[src/rtl/inst_fetch_buf.sv]
// rtl/inst_fetch_buf.sv - PC owner with single-outstanding instruction fetch and (pc, inst) FIFO
// Define IFU_TRACE_EN to print push and redirect trace lines in simulation.
module inst_fetch_buf #(
   parameter int                ADDR_W   = 64,
   parameter int                INST_W   = 32,
   parameter int                DEPTH    = 4,
   parameter logic [ADDR_W-1:0] RESET_PC = ADDR_W'(64'h8000_0000)
) (
   input  logic              clk,
   input  logic              rst,
   input  logic              jump_flag_i,
   input  logic [ADDR_W-1:0] jump_addr_i,
   output logic              ren_o,
   output logic [ADDR_W-1:0] raddr_o,
   input  logic              ram_ready_i,
   input  logic              ram_rvalid_i,
   input  logic [63:0]       ram_inst_i,
   output logic              inst_valid_o,
   input  logic              inst_ready_i,
   output logic [ADDR_W-1:0] inst_addr_o,
   output logic [INST_W-1:0] inst_o
);

   localparam int PW = $clog2(DEPTH);
   localparam int CW = PW + 1;
   localparam logic [CW-1:0] FULL_CNT = CW'(DEPTH);

   typedef enum logic [1:0] {
      ST_REQ  = 2'd0,
      ST_WAIT = 2'd1,
      ST_DROP = 2'd2
   } state_t;

   state_t            state;
   state_t            state_nxt;
   logic              post_rst;
   logic              out_gate;
   logic              ren;
   logic              accept;
   logic              push;
   logic              pop;
   logic [ADDR_W-1:0] fetch_pc;
   logic [ADDR_W-1:0] req_pc;
   logic [ADDR_W-1:0] jump_tgt;
   logic [31:0]       sel_word;
   logic [PW-1:0]     wr_ptr;
   logic [PW-1:0]     rd_ptr;
   logic [CW-1:0]     count;
   logic [ADDR_W-1:0] pc_mem   [DEPTH];
   logic [INST_W-1:0] inst_mem [DEPTH];
   logic              unused_jump_lsbs;

   // Outputs are held quiet while in reset and for the first cycle after it.
   assign out_gate         = rst || post_rst;
   assign jump_tgt         = {jump_addr_i[ADDR_W-1:2], 2'b00};
   assign sel_word         = req_pc[2] ? ram_inst_i[63:32] : ram_inst_i[31:0];
   assign unused_jump_lsbs = ^jump_addr_i[1:0];

   always_ff @(posedge clk) begin
      if (rst) begin
         post_rst <= 1'b1;
      end else begin
         post_rst <= 1'b0;
      end
   end

   always_ff @(posedge clk) begin
      if (rst) begin
         state <= ST_REQ;
      end else begin
         state <= state_nxt;
      end
   end

   // Only one request is ever in flight, so requesting while count<DEPTH
   // guarantees room for its response.
   always_comb begin
      state_nxt = state;
      ren       = 1'b0;
      accept    = 1'b0;
      push      = 1'b0;
      case (state)
         ST_REQ: begin
            ren = !out_gate && (count < FULL_CNT);
            if (!jump_flag_i && ren && ram_ready_i) begin
               accept    = 1'b1;
               state_nxt = ST_WAIT;
            end
         end
         ST_WAIT: begin
            if (ram_rvalid_i) begin
               push      = !jump_flag_i;
               state_nxt = ST_REQ;
            end else if (jump_flag_i) begin
               state_nxt = ST_DROP;
            end
         end
         ST_DROP: begin
            if (ram_rvalid_i) begin
               state_nxt = ST_REQ;
            end
         end
         default: begin
            state_nxt = ST_REQ;
         end
      endcase
   end

   assign pop = inst_valid_o && inst_ready_i && !jump_flag_i;

   always_ff @(posedge clk) begin
      if (rst) begin
         fetch_pc <= RESET_PC;
         req_pc   <= '0;
         wr_ptr   <= '0;
         rd_ptr   <= '0;
         count    <= '0;
      end else if (jump_flag_i) begin
         fetch_pc <= jump_tgt;
         wr_ptr   <= '0;
         rd_ptr   <= '0;
         count    <= '0;
      end else begin
         if (accept) begin
            req_pc   <= fetch_pc;
            fetch_pc <= fetch_pc + ADDR_W'(4);
         end
         if (push) begin
            wr_ptr <= wr_ptr + PW'(1);
         end
         if (pop) begin
            rd_ptr <= rd_ptr + PW'(1);
         end
         case ({push, pop})
            2'b10:   count <= count + CW'(1);
            2'b01:   count <= count - CW'(1);
            default: count <= count;
         endcase
      end
   end

   always_ff @(posedge clk) begin
      if (push) begin
         pc_mem[wr_ptr]   <= req_pc;
         inst_mem[wr_ptr] <= INST_W'(sel_word);
      end
   end

   assign ren_o        = ren;
   assign raddr_o      = out_gate ? '0 : {fetch_pc[ADDR_W-1:3], 3'b000};
   assign inst_valid_o = !out_gate && (count != '0);
   assign inst_addr_o  = inst_valid_o ? pc_mem[rd_ptr] : '0;
   assign inst_o       = inst_valid_o ? inst_mem[rd_ptr] : '0;

`ifdef IFU_TRACE_EN
   always_ff @(posedge clk) begin
      if (!rst) begin
         if (push) begin
            $display("[inst_fetch_buf] pc_addr: %x inst: %x", req_pc[31:0], INST_W'(sel_word));
         end
         if (jump_flag_i) begin
            $display("[inst_fetch_buf] redirect: %x", jump_tgt);
         end
      end
   end
`else
`endif

endmodule
[config.mk]
export PLATFORM = sky130hd
export DESIGN_NAME = inst_fetch_buf
export DESIGN_NICKNAME = d
export VERILOG_FILES = /design/src/rtl/inst_fetch_buf.sv
export SDC_FILE = /design/constraint.sdc
export NUM_CORES = 1
export LEC_CHECK = 0
export BUFFER_PORTS_ARGS = -buffer_cell sky130_fd_sc_hd__buf_2
export CORE_ASPECT_RATIO = 2
export CORE_MARGIN = 1.5
export CORE_UTILIZATION = 44
export DETAILED_ROUTE_END_ITERATION = 6
export SETUP_SLACK_MARGIN = 0.15
export SLEW_MARGIN = 10
export SYNTH_ARGS = -nofsm -noshare
export SYNTH_HDL_FRONTEND = slang
export SYNTH_SLANG_ARGS = --single-unit
[constraint.sdc]
create_clock -name clk -period 9 [get_ports clk]
set_input_delay 0.9 -clock clk [delete_from_list [all_inputs] [get_ports clk]]
set_output_delay 0.9 -clock clk [all_outputs]
set_load 0.01 [all_outputs]
==> metrics, run 1 <==
Final Hold Fails=0; initial DRC count=a little over 800; Crit-path slowest cell=buf_4; FILL cells=around 4.3k; RSZ-0062 raised after global routing=false; Pwr Total=around 4.7 mW; fin nets=a little under 2k; Post-Synth Simple-Gate Area=~14%; Root Buffer=clkbuf_16; Post-CTS Setup Repair Bufs=0; mux cell area share after synthesis=a little under an eighth; delay of the slowest cell on the worst path=about 0.58 ns; Compound-Gate Fraction of Synth Area=5.02%; Slew HR=around a quarter; vias per std cell=5.58; Final Wtd Congestion=about 0.84; layout cell share with drive strength beyond 1=28.5%; Post-Syn Area=approximately 21000 µm²; final core utilization=51.8%; sequential power share=55.2%; status=finished clean; final-report max-slew violation count=0; Area Overhead vs Synth=16.2%; antenna violations before repair=2; later-pin clock latency in the skew report=~0.56 ns; Hold Slack=~0.48 ns; Cell Area, Placed=approximately 24000 µm²; CTS resizes=0; EDFF count, synth=approximately 380; yosys synthesis warning count=0; syn avg cell area=14.0 µm²; Setup CP Type=input pin to primary output; fin crit share=around 49%; cell area after layout=25000 µm²; pin count of the biggest net entering global routing=~70; Power Dens Cells=between 150 and 200 nW/µm²; adder-cell share of the synthesized area=less than 1%; routed len/inst=22.4 µm; io pins=296; Final setup viols=0; Post-DRT Antenna Nets=0; leakage power total=roughly 8.3 nW; startpoint types=input pin; CTS sink count=512; internal power=3.69 mW; clk slew on worst S/H paths=~0.070 ns; die area=50300 µm²; CP arrival=3.48 ns; commonest non-fill, non-tap cell in the layout=edfxtp_1; CTS tree=built; Max FO, Critical Path=70; Comb power frac=~3.5%; clock skew=0.0148 ns; max_cap viols=0; grt total ovfl=0; Syn Inst Count=between 1.5k and 2k; Post-Route Setup TNS=0 ns; first-pass GRT wire length=83.7 mm; class of the worst hold path=flip-flop to flip-flop; First-pass DRT Iterations=5; worst path cell trace=buf_4 -> or2_2 -> buf_4 -> nor2_4 -> buf_4 -> and2_1 -> buf_2; power share of the clock group=41.3%; DRT Wirelength=about 55 mm; CTS Buf Count=44; Die H=roughly 320 µm; Seq/Total Area, Yosys=65.2%; measured slew at the worst slew-check pin=1.13 ns; Peak supply drop=0.141 mV; Die Wd=approximately 160 µm; fin crit period=4.38 ns; Overall Global Routing Usage=around 22%; DRC=0; vias in the first global route=approximately 14k; Post-Synth XOR/XNOR Area=1.43%; Worst EP required=between 8 and 9 ns; ys async rst share=0%; CP Capture Type=primary output; worst-case clock buffer depth=3; initial core utilization=roughly 45%; row cnt=114; Detail Placement HPWL=36.0 mm; synth unique cells=59; Post-synth top flop=edfxtp_1; CP dominant cell by count=buf_4; largest family of logic cells by synthesized area=simple AND/OR/NAND/NOR gates; most frequent cells in the layout=376 x edfxtp_1, 287 x buf_2, 161 x nand2_1, 157 x and2_1, 133 x dfxtp_1; sw frac=a little over a fifth; flops & latches, synth=~510; cts-stage hold buffer count=0; H-tree levels=2; port buffer count=approximately 290; Core Region=48200 µm²; via count=13.8k; switching power=between 0.9 and 1 mW; Peak Freq=0.228 GHz
[final cells by class]
class | instances | area (µm²) | share of cell area, %
tap | 638 | 798 | 3.20
multi-input combinational | 905 | 7030 | 28.1
antenna | 1 | 2.50 | 0.0100
clock inverter | 18 | 196 | 0.787
timing repair buffer | 307 | 1590 | 6.35
clock buffer | 63 | 1250 | 5.03
sequential | 512 | 14000 | 56.2
inverter | 21 | 78.8 | 0.316
[power by group through the flow]
stage,combinational (mW),sequential [mW],clock [mW]
2_1_floorplan,0.0960,2.61,0
3_3_place_gp,0.160,2.63,0
3_5_place_dp,0.164,2.63,0
4_1_cts,0.165,2.58,1.96
5_1_grt,0.180,2.58,2.04
6_report,0.165,2.58,1.93
[final timing paths]
check	from	endpoint	slack [ns]	depth (start not counted)
worst max-delay path	rst	inst_addr_o[19]	4.62	7
worst max register to register	post_rst$_DFF_P_	count[2]$_SDFFE_PP0P_	5.30	12
worst min-delay path	fetch_pc[63]$_SDFFE_PP0P_	req_pc[63]$_SDFFE_PP0P_	0.48	2
worst min register to register	fetch_pc[63]$_SDFFE_PP0P_	req_pc[63]$_SDFFE_PP0P_	0.48	2
[state kept, by name, summed over array words and instances (netlist names), named ones only]
name	flops
pc_mem	248
inst_mem	128
fetch_pc	62
req_pc	62
count	3
rd_ptr	2
state	2
wr_ptr	2
post_rst	1
[critical path, delay by kind of cell]
kind / cells / cell delay, ns
and+or+nand+nor: 3 / 1.17
buffers and inverters: 4 / 1.32
[per-stage QoR]
stage	instances	setup WS, ns
6_report	2465	4.62
4_1_cts	2464	4.57
2_1_floorplan	1542	4.83
3_5_place_dp	2383	4.27
3_3_place_gp	2383	4.33
5_1_grt	2464	4.41
[per-layer routing]
metal / routed length (µm) / GRT usage [%]
met5: 13 / 0
met1: 21500 / 25.8
met2: 28900 / 40.1
met3: 2610 / 2.54
met4: 2210 / 10.2
[cells by family (layout without fill, tap and decap cells)]
kind of cell | Yosys count | after routing
AOI/OAI and AO/OA | 166 | 166
xor gates and xnor gates | 35 | 35
adders and majority gates | 7 | 7
buffers and inverters | 125 | 409
DFF | 512 | 512
muxes | 128 | 128
other | 1 | 6
and+or+nand+nor | 564 | 564
[cell usage after synthesis (7+ instances only)]
master    count  area, µm²
inv_1        20       75.1
nor4_1       19        119
nand3_1      29        145
and4_1        9       78.8
xor2_1       22        193
or3_1        10       62.6
a211oi_1     25        188
dfxtp_1     136       2720
nor2_1       76        285
and3_1       10       62.6
a311oi_1     15        131
nand4_1      30        188
a21oi_1      75        375
edfxtp_1    376      11300
and2_1      161       1010
nand2_1     161        604
or4_1        13       97.6
mux2_2       33        372
buf_2         7       35.0
buf_1        13       48.8
xnor2_1      13        114
mux4_2       94       2120
clkbuf_1     77        289
o21ai_0      14       70.1
nor3_1       21        105
(Power assumes the default switching activity.)
==> run 2: changes to the inputs <==
Clock period 9 ns to 4.2 ns, I/O delays scaled along.
==> run 2 against run 1 <==
Compared with the run above:
- combinational power rose by 110%
- sequential cell count did not move
- final cell count rose by 0.41%
- clock skew rose by 0.0094 ns
- wire length fell by 1.6%
- count of clock-buffer cells in the layout fell by 3
- first-iteration DRC count fell by 9.2%
- clock power rose by 120%
- critical path type is now flip-flop to primary output
==> metrics, run 2 (synthesis gave the netlist of run 1 again) <==
RSZ-0062 raised after global routing=false; class of the worst hold path=input pin to flip-flop; vias in the first global route=13.9k; commonest non-fill, non-tap cell in the layout=edfxtp_1; Post-DRT Antenna Nets=0; reg2reg start=fetch_pc[30]$_SDFFE_PP0P_; measured slew at the worst slew-check pin=between 1 and 1.5 ns; post-route setup slack=between 0.8 and 0.9 ns; CTS resizes=0; CTS tree=built; initial DRC count=about 750; io pins=296; biggest regs=pc_mem: 248 flops, inst_mem: 128 flops; leakage power total=about 8.4 nW; Setup CP Type=flip-flop to primary output; Reg with most FFs=pc_mem; Post-CTS Setup Repair Bufs=0; Power Dens Cells=401 nW/µm²; Slew HR=between 20 and 30%; switching power=roughly 2.1 mW; clock skew=around 0.024 ns; most frequent cells in the layout=376 x edfxtp_1, 287 x buf_2, 161 x nand2_1, 157 x and2_1, 133 x dfxtp_1; layout cell share with drive strength beyond 1=between 20 and 30%; initial core utilization=between 40 and 50%; final-report max-slew violation count=0; clk slew on worst S/H paths=roughly 0.070 ns; final core utilization=a little over half; Post-Route Setup TNS=0 ns; CP Capture Type=primary output; vias per std cell=5.54; Core Region=~48000 µm²; Pwr Total=just over 10 mW; Hold Crit Start=ram_rvalid_i; Final Wtd Congestion=~0.85; Final setup viols=0; cell area after layout=around 25000 µm²; Peak Freq=between 0.3 and 0.4 GHz; cts-stage hold buffer count=0; worst reg-to-reg path cell count=5; sw frac=20.7%; Comb power frac=~3.5%; CTS sink count=between 500 and 600; Place WS=approximately 1.2 ns; capturing point of the worst reg2reg path=fetch_pc[57]$_SDFFE_PP0P_; routed len/inst=between 20 and 25 µm; Overall Global Routing Usage=between 20% and 30%; First-pass DRT Iterations=5; fin crit share=79.3%; Hold Path End=state[1]$_SDFFE_PP0P_; Worst EP required=between 3 and 4 ns; Cell Area, Placed=approximately 24000 µm²; fin nets=~1.9k; power share of the clock group=a little over two fifths; later-pin clock latency in the skew report=about 0.56 ns; startpoint types=flip-flop; port buffer count=~290; die area=roughly 50000 µm²; fin crit period=roughly 3.3 ns; H-tree levels=2; grt total ovfl=0; sequential power share=roughly 55%; R2R Setup Slk=approximately 1.1 ns; row cnt=approximately 110; via count=between 10k and 15k; Final Hold Fails=0; worst-case clock buffer depth=3; pin count of the biggest net entering global routing=approximately 100; Root Buffer=clkbuf_16; antenna violations before repair=1; max reg flops=248; Die Wd=between 150 and 200 µm; Max FO, Critical Path=between 90 and 100; Die H=316 µm; status=finished clean; CTS Buf Count=44; DRC=0; max_cap viols=0; internal power=approximately 8.0 mW; Area Overhead vs Synth=17.3%; Peak supply drop=~0.27 mV; Hold Crit Depth=2; Detail Placement HPWL=about 36 mm; DRT Wirelength=approximately 54 mm; CP arrival=2.91 ns; first-pass GRT wire length=between 80 and 90 mm
## run 2: per-layer routing
metal	part of all wire (%)	GRT usage [%]
met1	40	25.7
met2	53	40.0
met3	4.3	2.11
met4	3.6	8.28
met5	0	0
## run 2: worst max path at each step
| stage | from | to | slack [ns] | cells past startpoint |
|---|---|---|---|---|
| CTS | post_rst$_DFF_P_ | inst_addr_o[35] | 0.77 | 6 |
| finish | post_rst$_DFF_P_ | inst_addr_o[27] | 0.87 | 6 |
| global route | post_rst$_DFF_P_ | inst_addr_o[27] | 0.70 | 6 |
| detailed placement | rst | inst_addr_o[27] | 1.17 | 7 |
| floorplan | jump_flag_i | inst_mem[0][0]$_DFFE_PP_ | 0.51 | 4 |
| global placement | fetch_pc[31]$_SDFFE_PP1P_ | fetch_pc[55]$_SDFFE_PP0P_ | 1.20 | 5 |
## run 2: metrics by stage
| stage | std cells | hold slack, ns |
|---|---|---|
| after CTS | 2474 | 0.0502 |
| after floorplan | 1542 | 0.448 |
| final | 2475 | 0.0736 |
| after global placement | 2394 | 0.467 |
| after detailed placement | 2394 | 0.483 |
| after global routing | 2474 | 0.0618 |
## run 2: worst max-delay path: stages, from the launching register on
cell and delay [ns]:
dfxtp_1 0.35, or2_2 0.51, buf_4 0.28, nor2_4 0.12, buf_4 0.67, and2_1 0.27
buf_2 0.14
## run 2: area by class of cell
type / instances / area, µm²
clock buffer: 60 / 1230
multi-input combinational: 905 / 7030
fill: 4228 / 23000
inverter: 21 / 78.8
clock inverter: 20 / 260
sequential: 512 / 14000
antenna: 1 / 2.50
timing repair buffer: 318 / 1780
tap: 638 / 798
## run 2: power by group through the flow
stage	Combinational (mW)	Sequential [mW]	Clock (mW)
floorplan	0.206	5.60	0
global placement	0.345	5.63	0
detailed placement	0.352	5.64	0
CTS	0.354	5.52	4.33
global route	0.385	5.53	4.49
finish	0.351	5.53	4.22
==> run 3: changes to the inputs <==
Settings changed: ABC_AREA set to 1.
Clock period 4.2 ns to 3.3 ns, I/O delays scaled along.
==> run 3 against run 2 <==
Compared with the run above:
- cell area increased by 4.0%
- sequential share of layout area decreased by 2.1 points
- register-to-register slack about the same
- first-iteration DRC count increased by 56%
- via count increased by 30%
- clock skew decreased by 0.013 ns
- largest cell class unchanged
- largest power group unchanged
- highest routed layer is now met5
==> metrics, run 3 <==
status=finished clean; port buffer count=roughly 290; Power Dens Cells=roughly 490 nW/µm²; Final setup viols=0; Final Wtd Congestion=between 1 and 1.5; Post-CTS Setup Repair Bufs=0; Hold Crit Start=jump_addr_i[6]; fin crit share=86.2%; Peak Freq=between 0.3 and 0.4 GHz; EDFF count, synth=~380; yosys synthesis warning count=0; vias per std cell=~5.4; CP arrival=approximately 2.5 ns; Slew HR=between 20% and 30%; FILL cells=4641; die area=between 50000 and 60000 µm²; io pins=296; Final Hold Fails=0; worst-case clock buffer depth=3; initial core utilization=between 40% and 50%; post-synth top area cell=edfxtp_1; class of the worst hold path=input pin to flip-flop; top-count cell post-synth=nor2_1; clock skew=between 0.01 and 0.015 ns; Peak supply drop=0.311 mV; final-report max-slew violation count=0; synth unique cells=40; register area=between 10000 and 15000 µm²; ant diodes=0; Post-Syn Area=roughly 23000 µm²; Post-DRT Antenna Nets=0; Overall Global Routing Usage=between 20 and 30%; largest family of logic cells by synthesized area=simple AND/OR/NAND/NOR gates; routed len/inst=a little over 20 µm; antenna violations before repair=1; CP Capture Type=primary output; mux cell area share after synthesis=1.59%; Max FO, Critical Path=roughly 130; R2R Setup Slk=1.07 ns; Post-Synth XOR/XNOR Area=0.426%; met3 wire length=roughly 3.8 mm; layout cell share with drive strength beyond 1=between 10% and 20%; Cell Area, Placed=between 20000 and 25000 µm²; Metal-1 WL=between 20 and 30 mm; measured slew at the worst slew-check pin=approximately 1.1 ns; fin nets=2780; Pwr Total=between 10 and 15 mW; Multi-input gate area=between 7000 and 8000 µm²; worst reg-to-reg path cell count=10; ys async rst share=0%; CTS Buf Count=44; Hold Path End=fetch_pc[6]$_SDFFE_PP0P_; max reg flops=roughly 250; row cnt=between 100 and 150; DRT Wirelength=about 68 mm; Setup CP Type=flip-flop to primary output; CTS sink count=a little over 500; Synth top cells by count=615 x nor2_1, 376 x edfxtp_1, 276 x nand2_1; max_cap viols=0; syn avg cell area=about 9.4 µm²; flops & latches, synth=just over 500; Compound-Gate Fraction of Synth Area=around 11%; H-tree levels=2; Area Overhead vs Synth=15.9%; Detail Placement HPWL=approximately 45 mm; Post-Synth Simple-Gate Area=around a fifth; Die H=between 300 and 400 µm; biggest regs=pc_mem: 248 flops, inst_mem: 128 flops; Reg with most FFs=pc_mem; Root Buffer=clkbuf_16; Hold Crit Depth=3; cell area after layout=between 20000 and 30000 µm²; clk slew on worst S/H paths=~0.07 ns; startpoint types=flip-flop; cts-stage hold buffer count=2; reg2reg start=fetch_pc[3]$_SDFFE_PP0P_; via count=17.9k; Worst EP required=roughly 3 ns; later-pin clock latency in the skew report=slightly below 0.6 ns; first-pass GRT wire length=99.9 mm; capturing point of the worst reg2reg path=fetch_pc[62]$_SDFFE_PP0P_; most frequent cells in the layout=611 x nor2_1, 376 x edfxtp_1, 288 x buf_2, 276 x nand2_1, 260 x o21ai_0; Core Region=50800 µm²; Die Wd=roughly 160 µm; Syn Inst Count=roughly 2.4k; fin crit period=around 2.8 ns; leakage power total=10.1 nW; vias in the first global route=around 17k; RSZ-0062 raised after global routing=false; top cell type's share of synthesized area=about half; CTS resizes=0; First-pass DRT Iterations=6; CTS tree=built; DRC=0; initial DRC count=around 1.2k; adder-cell share of the synthesized area=0.420%; Seq/Total Area, Yosys=about three fifths; pin count of the biggest net entering global routing=approximately 130; Post-synth top flop=edfxtp_1; grt total ovfl=0; metal2 WL=around 34 mm; commonest non-fill, non-tap cell in the layout=nor2_1; top cells by area, synth=edfxtp_1 50%, dfxtp_1 12%, nor2_1 10%, o21ai_0 5.8%, nand2_1 4.6%; Post-Route Setup TNS=0 ns; DR top layer=met5
[run 3: cell families after synthesis]
logic type,count (synthesis)
buffers and inverters,302
adder cells (fa/ha/maj),7
multiplexers,32
flip-flops,512
AO/OA/AOI/OAI,488
XOR/XNOR,11
other,1
AND/OR/NAND/NOR,1047
[run 3: cell type report]
class,instances,area share [%]
Clock buffer,56,4.53
Clock inverter,26,0.964
Inverter,169,2.43
Multi-Input combinational cell,1590,28.4
Sequential cell,512,53.5
Tap cell,654,3.12
Timing Repair Buffer,322,7.11
[run 3: routing by layer]
metal,global-route usage (%),vias to the layer above
met5,0,-
met4,15.5,2
met3,2.93,148
met2,44.9,709
met1,29.0,8462
li1,-,8530
[run 3: through the flow]
step,setup slack [ns],std cells,hold slack (ns),utilization [%]
3_3_place_gp,0.958,3245,0.449,48.7
2_1_floorplan,-0.543,2404,0.358,-
5_1_grt,0.371,3329,0.0331,51.6
4_1_cts,0.504,3329,0.00364,51.6
3_5_place_dp,0.996,3245,0.458,48.7
6_report,0.457,3329,0.0272,51.6
[run 3: worst max-delay path by stage]
stage | to | slack [ns]
floorplan | inst_mem[0][0]$_DFFE_PP_ | -0.54
global placement | count[2]$_SDFFE_PP0P_ | 0.96
detailed placement | count[2]$_SDFFE_PP0P_ | 1.0
CTS | inst_addr_o[27] | 0.50
global route | inst_addr_o[51] | 0.37
finish | inst_addr_o[51] | 0.46
[run 3: power by group]
| part | internal, mW | switching, mW | total (mW) | leakage [nW] |
|---|---|---|---|---|
| Combinational | 0.190 | 0.343 | 0.533 | 4.82 |
| Clock | 2.89 | 2.33 | 5.22 | 0.700 |
| Sequential | 6.95 | 0.0936 | 7.04 | 4.56 |
| Total | 10.0 | 2.77 | 12.8 | 10.1 |
[run 3: critical path, cell delays in order, from the launching register on]
cell	delay, ns
dfxtp_4	0.38
buf_12	0.41
nor2_1	0.10
nor2_1	0.11
o21ai_0	0.10
a21oi_1	0.48
buf_2	0.23
